==> config.mk <==
export PLATFORM = sky130hd
export DESIGN_NAME = debug_snapshot_out_flat
export DESIGN_NICKNAME = d
export VERILOG_FILES = /design/src/rtl/debug_snapshot_out_pkg.sv /design/src/rtl/debug_snapshot_out_if.sv /design/src/rtl/debug_snapshot_out_word_mux.sv /design/src/rtl/debug_snapshot_out.sv /design/src/flat_wrapper.sv
export SDC_FILE = /design/constraint.sdc
export NUM_CORES = 1
export LEC_CHECK = 0
export ABC_CLOCK_PERIOD_IN_PS = 10000
export CAP_MARGIN = 10
export CORE_UTILIZATION = 55
export CTS_CLUSTER_DIAMETER = 200
export DETAILED_ROUTE_END_ITERATION = 7
export PLACE_DENSITY = 0.95
export SLEW_MARGIN = 20
export SYNTH_ARGS = -nofsm -noshare
export SYNTH_HDL_FRONTEND = slang
export SYNTH_SLANG_ARGS = --single-unit
==> constraint.sdc <==
create_clock -name clk -period 10 [get_ports clk]
set_input_delay 1.5 -clock clk [delete_from_list [all_inputs] [get_ports clk]]
set_output_delay 1.5 -clock clk [all_outputs]
set_load 0.05 [all_outputs]
==> src/rtl/debug_snapshot_out_pkg.sv <==
// Shared definitions for the debug snapshot readout block.
// Holds the snapshot FSM state encoding, the default geometry and a small
// width helper used to size select and counter fields.
package debug_snapshot_out_pkg;

    // Snapshot streamer states: IDLE waits for a request, SEND streams the frozen buffer.
    typedef enum logic {
        ST_IDLE = 1'b0,
        ST_SEND = 1'b1
    } snap_state_e;

    localparam int DEF_NCH    = 8;
    localparam int DEF_DATA_W = 16;
    localparam int DEF_OUT_W  = 8;

    // clog2 that never returns 0, so a one-entry select still gets a 1-bit field.
    function automatic int min_one_clog2(input int n);
        return (n <= 1) ? 1 : $clog2(n);
    endfunction

endpackage

==> src/rtl/debug_snapshot_out_if.sv <==
// Valid/ready word stream carrying snapshot words to a UART/bridge feeder.
//   stream_data  : current OUT_W-bit word
//   stream_valid : word valid
//   stream_ready : sink accepts word
//   stream_last  : final word of the snapshot
// master = snapshot source, slave = sink.
interface debug_snapshot_out_if #(
    parameter int OUT_W = 8
);
    logic [OUT_W-1:0] stream_data;
    logic             stream_valid;
    logic             stream_ready;
    logic             stream_last;

    modport master (
        output stream_data,
        output stream_valid,
        output stream_last,
        input  stream_ready
    );

    modport slave (
        input  stream_data,
        input  stream_valid,
        input  stream_last,
        output stream_ready
    );
endinterface

==> src/rtl/debug_snapshot_out_word_mux.sv <==
// debug_word_mux: combinational (channel, slice) -> OUT_W word select.
//   data_i  : NCH channels of DATA_W bits, channel k at data_i[k*DATA_W +: DATA_W]
//   sel_i   : channel select
//   slice_i : slice select, 0 = least-significant OUT_W bits
//   word_o  : selected word, 0 when sel_i >= NCH or slice_i >= SLC
module debug_word_mux
    import debug_snapshot_out_pkg::*;
#(
    parameter  int NCH    = DEF_NCH,
    parameter  int DATA_W = DEF_DATA_W,
    parameter  int OUT_W  = DEF_OUT_W,
    localparam int SLC    = DATA_W / OUT_W,
    localparam int NWORD  = NCH * SLC,
    localparam int SEL_W  = min_one_clog2(NCH),
    localparam int BSEL_W = min_one_clog2(SLC)
) (
    input  logic [NCH*DATA_W-1:0] data_i,
    input  logic [SEL_W-1:0]      sel_i,
    input  logic [BSEL_W-1:0]     slice_i,
    output logic [OUT_W-1:0]      word_o
);

    // Because DATA_W is a multiple of OUT_W, word i (channel i/SLC, slice i%SLC)
    // sits contiguously at bit i*OUT_W of the flat probe vector.
    logic [OUT_W-1:0] words [NWORD];
    logic [NWORD-1:0] hit;

    generate
        for (genvar gi = 0; gi < NWORD; gi++) begin : g_word
            assign words[gi] = data_i[gi*OUT_W +: OUT_W];
            assign hit[gi]   = (sel_i == SEL_W'(gi / SLC)) &&
                               (slice_i == BSEL_W'(gi % SLC));
        end
    endgenerate

    // Out-of-range selects match no entry, so the word falls back to zero.
    always_comb begin
        word_o = '0;
        for (int i = 0; i < NWORD; i++) begin
            if (hit[i]) begin
                word_o = words[i];
            end
        end
    end

endmodule

==> src/rtl/debug_snapshot_out.sv <==
// debug_snapshot_out: debug readout of NCH probe channels as OUT_W-bit words.
//   clk, rst       : clock, asynchronous active-high reset
//   probes_i       : NCH*DATA_W probe bus
//   live_sel_i     : live channel select
//   live_slice_i   : live slice select
//   live_out_o     : registered live word (1 clock latency)
//   snap_req_i     : single-cycle snapshot request
//   snap_busy_o    : snapshot held / streaming
//   overrun_o      : sticky, request seen while busy
//   clr_overrun_i  : synchronous clear of overrun (a concurrent set wins)
//   strm           : valid/ready stream of snapshot words (master side)
module debug_snapshot_out
    import debug_snapshot_out_pkg::*;
#(
    parameter  int NCH    = DEF_NCH,
    parameter  int DATA_W = DEF_DATA_W,
    parameter  int OUT_W  = DEF_OUT_W,
    localparam int SLC    = DATA_W / OUT_W,
    localparam int NWORD  = NCH * SLC,
    localparam int SEL_W  = min_one_clog2(NCH),
    localparam int BSEL_W = min_one_clog2(SLC),
    localparam int CNT_W  = min_one_clog2(NWORD)
) (
    input  logic                  clk,
    input  logic                  rst,
    input  logic [NCH*DATA_W-1:0] probes_i,
    input  logic [SEL_W-1:0]      live_sel_i,
    input  logic [BSEL_W-1:0]     live_slice_i,
    output logic [OUT_W-1:0]      live_out_o,
    input  logic                  snap_req_i,
    output logic                  snap_busy_o,
    output logic                  overrun_o,
    input  logic                  clr_overrun_i,
    debug_snapshot_out_if.master  strm
);

    snap_state_e           state_q, state_d;
    logic [CNT_W-1:0]      cnt_q, cnt_d;
    logic                  overrun_q, overrun_d;
    logic [OUT_W-1:0]      live_out_q;
    logic [NCH*DATA_W-1:0] snap_buf_q;
    logic                  capture;
    logic                  is_last;
    logic [OUT_W-1:0]      live_word;
    logic [OUT_W-1:0]      strm_word;
    logic [SEL_W-1:0]      strm_sel;
    logic [BSEL_W-1:0]     strm_slice;

    // ---------------- live path ----------------
    debug_word_mux #(
        .NCH    (NCH),
        .DATA_W (DATA_W),
        .OUT_W  (OUT_W)
    ) u_live_mux (
        .data_i  (probes_i),
        .sel_i   (live_sel_i),
        .slice_i (live_slice_i),
        .word_o  (live_word)
    );

    always_ff @(posedge clk or posedge rst) begin
        if (rst) begin
            live_out_q <= '0;
        end else begin
            live_out_q <= live_word;
        end
    end

    assign live_out_o = live_out_q;

    // ---------------- snapshot path ----------------
    // Buffer contents are don't-care after reset, so it carries no reset term.
    always_ff @(posedge clk) begin
        if (capture) begin
            snap_buf_q <= probes_i;
        end
    end

    // Word index -> (channel, slice); SLC need not be a power of two.
    assign strm_sel   = SEL_W'(int'(cnt_q) / SLC);
    assign strm_slice = BSEL_W'(int'(cnt_q) % SLC);

    debug_word_mux #(
        .NCH    (NCH),
        .DATA_W (DATA_W),
        .OUT_W  (OUT_W)
    ) u_strm_mux (
        .data_i  (snap_buf_q),
        .sel_i   (strm_sel),
        .slice_i (strm_slice),
        .word_o  (strm_word)
    );

    assign is_last = (cnt_q == CNT_W'(NWORD - 1));

    always_ff @(posedge clk or posedge rst) begin
        if (rst) begin
            state_q   <= ST_IDLE;
            cnt_q     <= '0;
            overrun_q <= 1'b0;
        end else begin
            state_q   <= state_d;
            cnt_q     <= cnt_d;
            overrun_q <= overrun_d;
        end
    end

    always_comb begin
        state_d   = state_q;
        cnt_d     = cnt_q;
        overrun_d = overrun_q;
        capture   = 1'b0;

        case (state_q)
            ST_IDLE: begin
                // stream_ready is deliberately not looked at here.
                if (snap_req_i) begin
                    capture = 1'b1;
                    cnt_d   = '0;
                    state_d = ST_SEND;
                end
            end
            ST_SEND: begin
                if (strm.stream_ready) begin
                    if (is_last) begin
                        cnt_d   = '0;
                        state_d = ST_IDLE;
                    end else begin
                        cnt_d = cnt_q + CNT_W'(1);
                    end
                end
            end
            default: begin
                state_d = ST_IDLE;
            end
        endcase

        // A request while streaming (even on the final handshake) is dropped
        // and flagged; flagging takes priority over a same-cycle clear.
        if (snap_req_i && (state_q == ST_SEND)) begin
            overrun_d = 1'b1;
        end else if (clr_overrun_i) begin
            overrun_d = 1'b0;
        end
    end

    // Stream outputs decode registered state only; data is zeroed while idle
    // so the unreset buffer never shows on the port.
    assign strm.stream_valid = (state_q == ST_SEND);
    assign strm.stream_last  = (state_q == ST_SEND) && is_last;
    assign strm.stream_data  = (state_q == ST_SEND) ? strm_word : '0;
    assign snap_busy_o       = (state_q == ST_SEND);
    assign overrun_o         = overrun_q;

endmodule
==> src/flat_wrapper.sv <==
// flat-port wrapper written by rule: the top's interface ports become plain ports
module debug_snapshot_out_flat import debug_snapshot_out_pkg::*;
#(
    parameter  int NCH    = DEF_NCH,
    parameter  int DATA_W = DEF_DATA_W,
    parameter  int OUT_W  = DEF_OUT_W,
    localparam int SLC    = DATA_W / OUT_W,
    localparam int NWORD  = NCH * SLC,
    localparam int SEL_W  = min_one_clog2(NCH),
    localparam int BSEL_W = min_one_clog2(SLC),
    localparam int CNT_W  = min_one_clog2(NWORD)
)
  (clk, rst, probes_i, live_sel_i, live_slice_i, live_out_o, snap_req_i, snap_busy_o, overrun_o, clr_overrun_i, strm_stream_data, strm_stream_valid, strm_stream_last, strm_stream_ready);
  debug_snapshot_out_if #(.OUT_W(OUT_W)) strm_i ();
  input  logic clk;
  input  logic rst;
  input  logic [NCH*DATA_W-1:0] probes_i;
  input  logic [SEL_W-1:0] live_sel_i;
  input  logic [BSEL_W-1:0] live_slice_i;
  output logic [OUT_W-1:0] live_out_o;
  input  logic snap_req_i;
  output logic snap_busy_o;
  output logic overrun_o;
  input  logic clr_overrun_i;
  output wire logic [$bits(strm_i.stream_data)-1:0] strm_stream_data;
  output wire logic [$bits(strm_i.stream_valid)-1:0] strm_stream_valid;
  output wire logic [$bits(strm_i.stream_last)-1:0] strm_stream_last;
  input wire logic [$bits(strm_i.stream_ready)-1:0] strm_stream_ready;
  assign strm_stream_data = strm_i.stream_data;
  assign strm_stream_valid = strm_i.stream_valid;
  assign strm_stream_last = strm_i.stream_last;
  assign strm_i.stream_ready = strm_stream_ready;
  debug_snapshot_out #(.NCH(NCH), .DATA_W(DATA_W), .OUT_W(OUT_W)) u_core (.clk(clk), .rst(rst), .probes_i(probes_i), .live_sel_i(live_sel_i), .live_slice_i(live_slice_i), .live_out_o(live_out_o), .snap_req_i(snap_req_i), .snap_busy_o(snap_busy_o), .overrun_o(overrun_o), .clr_overrun_i(clr_overrun_i), .strm(strm_i));
endmodule
Yosys cells after proc, flatten, opt, wreduce, memory -nomap -nowiden
Cells that the tools add are included.
{"block": "totals", "regBits": 142, "in_bits": 137, "out_inout_bits": 20, "wordCells": 108}
{"block": "op_classes", "add_sub_neg": 1, "n_eq_ne": 17, "n_mux": 44, "bitwise_logic": 3, "n_reduce_logical": 38}
{"op": "$mux W8", "n": 33}
{"op": "$logic_and A1 B1 Y1", "n": 34}
{"op": "$eq A3 B3 Y1 const B", "n": 8}
{"op": "$eq A3 B2 Y1 const B", "n": 4}
{"op": "$mux W4", "n": 3}
{"op": "$pmux W4 S2", "n": 1}
{"op": "$eq A3 B1 Y1 const B", "n": 2}
{"op": "$logic_not A3 Y1", "n": 2}
{"op": "$mux W1", "n": 6}
{"op": "$add A4 B1 Y4 const B", "n": 1}
{"op": "$eq A4 B4 Y1 const B", "n": 1}
{"op": "$ne A2 B2 Y1 const B", "n": 2}
{"op": "$not A1 Y1", "n": 3}
{"op": "$pmux W1 S2", "n": 1}
{"op": "$reduce_and A2 Y1", "n": 1}
{"op": "$reduce_bool A2 Y1", "n": 1}

Depth between registers and ports, before layout
{"block": "logic_depth", "word_depth": 19, "mapped_depth": 9, "mapped_depth_nobuf": 5}

Hierarchy
Synthesis repeated with hierarchy kept, for this count alone.
{"block": "unflattened", "hier_cells": 614, "area_unflattened_um2": 7292.0}
{"module": "debug_snapshot_out", "n_inst": 1, "cells_per_inst": 178, "area_per_inst_um2": 4414.2, "seq_area_each_um2": 4194.0}
{"module": "debug_word_mux", "n_inst": 2, "cells_per_inst": 218, "area_per_inst_um2": 1438.9, "seq_area_each_um2": 0.0}

Worst setup path before layout
No wires, ideal clock.
{"block": "synth_path", "path_type": "input -> register", "startpoint": "input snap_req_i", "endpoint": "register u_core.snap_buf_q[0] (enable)", "t_arrival_ps": 7048, "required_ps": 9371, "path_slack_ps": 2323, "cell_stages": 1, "n_path_buf": 0, "cell_sequence": "nor2b_1"}
{"block": "synth_between", "elab_chain_cells": 2}
{"element": "start: declaration", "line": "flat_wrapper.sv:21", "rtl": "input logic snap_req_i;"}
{"element": "$mux W1", "line": "debug_snapshot_out.sv:117", "rtl": "if (snap_req_i) begin"}
{"element": "$mux W1", "line": "debug_snapshot_out.sv:114", "rtl": "case (state_q)"}
{"element": "end signal: assignment", "line": "debug_snapshot_out.sv:75", "rtl": "snap_buf_q <= probes_i;"}
{"element": "end: declaration", "line": "debug_snapshot_out.sv:41", "rtl": "logic [NCH*DATA_W-1:0] snap_buf_q;"}
Every way passes these cells.
A chain may end at the register's enable or synchronous reset.

Worst setup path after layout
{"block": "layout_path", "startpoint": "register u_core.cnt_q[0]", "endpoint": "output strm_stream_data[3]"}
{"block": "layout_between", "elab_chain_cells": 19}
{"element": "start: declaration", "line": "debug_snapshot_out.sv:38", "rtl": "logic [CNT_W-1:0] cnt_q, cnt_d;"}
{"element": "start signal: assignment", "line": "debug_snapshot_out.sv:103", "rtl": "cnt_q <= cnt_d;"}
{"element": "$not A1 Y1", "line": "debug_snapshot_out_word_mux.sv:32", "rtl": "(slice_i == BSEL_W'(gi % SLC));"}
{"element": "$logic_and A1 B1 Y1", "line": "debug_snapshot_out_word_mux.sv:31", "rtl": "assign hit[gi] = (sel_i == SEL_W'(gi / SLC)) &&"}
{"element": "$mux W8 (15 in a row)", "line": "debug_snapshot_out_word_mux.sv:40", "rtl": "if (hit[i]) begin"}
{"element": "$mux W8 *", "line": "debug_snapshot_out_word_mux.sv:40"}
{"element": "$mux W8 *", "line": "debug_snapshot_out.sv:151", "rtl": "assign strm.stream_data = (state_q == ST_SEND) ? strm_word : '0;"}
{"element": "end: declaration", "line": "flat_wrapper.sv:25", "rtl": "output wire logic [$bits(strm_i.stream_data)-1:0] strm_stream_data;"}
Every way passes the cells marked *; elsewhere a longest branch is shown, timed or not.

==> results.yml <==
critical_path:
  cp.depth: 7
  cp-end-kind: "primary output"
  critPathRequiredTime_ns: 8.50
  cp_slowest_cell: "dfrtp_2"
  slowest_delay_ns: 0.79
  path_cells: "buf_4 -> mux4_2 -> a32oi_1 -> a221oi_1 -> nor3_1 -> o22ai_1 -> clkdlybuf4s50_1"
  arrival_ns: 3.93
  path_max_fanout: 48
  critical_path_class: "reg -> out"
  crit_buf_inv: 2
  crit_path_start_kind: "register"
  critPathTopFamily: "buffers and inverters"
  r2r_cells: 3
pwr:
  seqPwrFrac_pct: 32.2
  p_clk_share_pct: 30.6
  p_per_area_nw_per_um2: 229.7
  switchingPower_uw: 766.0
  netSwitchingFraction_pct: 35.26
  total_power_uw: 2172
  p_leak_uw: 0.003299
  combPwrFrac_pct: 37.2
  vdd_ir_drop_max_mv: 0.2673
  internal_power_uw: 1406
layout:
  drive_gt1_share_pct: 9.569
  ff_latch_area_um2: 4195
  antenna_cells: 0
  multi_input_area_um2: 2738
  fillers: 825
  areaGrowthSynthToFinish_pct: 31.14
  utilization_pct: 74.31
  final_nets: 867
die:
  row_count: 41
  start_util_pct: 56.67
  coreArea_um2: 12720
  num_io_pins: 157
  die_w_um: 116.5
  die_area_um2: 13570
  die_h_um: 116.5
grt:
  grt_max_degree: 66
  grt_pass1_wl_um: 34200
  grt_usage_pct: 35.69
  antenna_found_initial: 0
  grt_pass1_vias: 6135
  grt_overflow: 0
timing:
  skew_ns: 0.004835
  period_minus_slack_ns: 5.433
  maxSlewViolCount: 0
  hold_violations: 0
  fmax_ghz: 0.1841
  period_share_pct: 54.33
  rsz0062_at_grt: "no"
  worstMarginPinSlew_ns: 0.8825
  setup_tns_ns: 0
  setup_violations: 0
  max_slew_margin_pct: 41.17
routing:
  first_pass_iters: 7
  ant_nets: 0
  routed_wl_um: 23220
  drc: 0
  wl_per_cell_um: 25.41
  first_iter_violations: 991
  dr_total_vias: 6198
  viasPerCell: 6.781
clock_tree:
  clockBufferDepth: 2
  post-cts-setup-buffers: 0
  clk_pin_slew_ns: 0.06
  cts_tree: "built"
  cts_root_buf: "clkbuf_16"
  clk-insertion-delay-late_ns: 0.42
  cts_buffers: 17
  cts_sinks: 142
  cts_resized: 0
  ctsHoldBuffers: 0
  htreeDepth: 4
synth:
  synth_seq_cells: 142
  synthArstFlopShare_pct: 9.859
  synthesis.nets: 725
  synth_area_per_cell_um2: 12.28
  yosys_most_used_dff: "edfxtp_1"
  syn_inst: 587
  ys_seq_area_share_pct: 58.17
  syn-cell-area_um2: 7209
  synth-edff-count: 128
  yosys_warnings: 0
  ys_types: 60
placed_design:
  io_buffer_count: 156
  gp_routability_congestion: 0.8903
  place_hpwl_um: 15280
worst_hold_path:
  min_path_type: "reg -> reg"
  hold_path_depth: 2
flow_run:
  drv_cap: 0
run_status:
  status: "finished clean"
## power by group through the flow
stage | Combinational, uW | Clock, uW | Sequential (uW)
after floorplan | 516 | 0 | 719
after global placement | 766 | 0 | 709
after detailed placement | 778 | 0 | 710
after CTS | 789 | 662 | 699
after global routing | 843 | 687 | 702
final | 809 | 664 | 699
## cell families (layout without fill, tap and decap cells)
family / Yosys count / after routing / share of synthesized area (%)
adder cells (fa/ha/maj): 1 / 1 / 0.1735
AND/OR/NAND/NOR: 146 / 146 / 9.736
buffers and inverters: 57 / 212 / 3.957
AO/OA/AOI/OAI: 172 / 172 / 16.52
flip-flops: 142 / 142 / 58.17
multiplexers: 69 / 69 / 11.44
## cell type report
class | instances | area share (%)
Inverter | 11 | 0.4367
Sequential cell | 142 | 44.38
Multi-Input combinational cell | 388 | 28.96
Clock buffer | 25 | 5.029
Tap cell | 172 | 2.276
Timing Repair Buffer | 169 | 17.50
Clock inverter | 7 | 1.429
## worst register-to-register path, stage by stage (launching register included)
cell	delay, ns
dfrtp_1	0.71
nor2b_4	0.22
buf_4	0.66
buf_4	0.79
## synth_stat cells (9+ instances only)
cell type / number / share of area (%)
edfxtp_1: 128 / 53
o21ai_0: 44 / 3.1
mux2i_1: 43 / 6.0
nand2_1: 39 / 2.0
nor2_1: 33 / 1.7
a21oi_1: 28 / 1.9
buf_2: 21 / 1.5
nor2b_1: 21 / 1.8
nand3_1: 18 / 1.2
mux2_2: 17 / 2.7
dfrtp_1: 14 / 4.9
clkbuf_1: 11 / 0.57
o22ai_1: 11 / 0.95
a22o_1: 10 / 1.2
buf_4: 10 / 1.0
nand2b_1: 10 / 0.87
inv_1: 9 / 0.47
mux4_2: 9 / 2.8
nor3_1: 9 / 0.62
o211ai_1: 9 / 0.94
## state kept, by name (all words and copies together), names as in the netlist
name	count
u_core.snap_buf_q	128
u_core.live_out_o	8
u_core.cnt_q	4
u_core.overrun_o	1
u_core.snap_busy_o	1
## final timing paths
check	start	endpoint	slack (ns)
min in group asynchronous	rst	u_core.live_out_o[6]	1.54
max in group asynchronous	rst	u_core.cnt_q[0]	7.89
min reg2reg	u_core.overrun_o	u_core.overrun_o	0.54
max	u_core.cnt_q[0]	strm_stream_data[3]	4.57
min	u_core.overrun_o	u_core.overrun_o	0.54
max reg2reg	u_core.snap_busy_o	u_core.snap_buf_q[28]	7.20
## through the flow
stage | std cells | hold slack, ns | setup WS, ns | area, um2
6_report | 914 | 0.5363 | 4.567 | 9454
5_1_grt | 914 | 0.5683 | 4.407 | 9454
4_1_cts | 914 | 0.5433 | 4.664 | 9454
3_5_place_dp | 882 | 0.5330 | 5.132 | 8843
3_3_place_gp | 882 | 0.5146 | 5.162 | 8843
2_1_floorplan | 587 | 0.6258 | 2.323 | 7209
## cells in the final DEF, fill, tap and decap left out, types with 18 or more instances in the layout
master           synthesis  routed
nand3_1                 18      18
nor2_1                  33      33
clkdlybuf4s50_1          0     155
nand2_1                 39      39
a21oi_1                 28      28
nor2b_1                 21      20
edfxtp_1               128     128
o21ai_0                 44      44
mux2i_1                 43      43
## per-layer routing
metal | GRT usage [%] | up-vias | wire [um]
li1 | - | 2579 | -
met3 | 7.992 | 115 | 2830
met2 | 56.29 | 572 | 10920
met5 | 0 | - | 0
met4 | 20.77 | 0 | 1254
met1 | 45.64 | 2932 | 8222
Note: power is estimated with default switching activity, not from simulation.
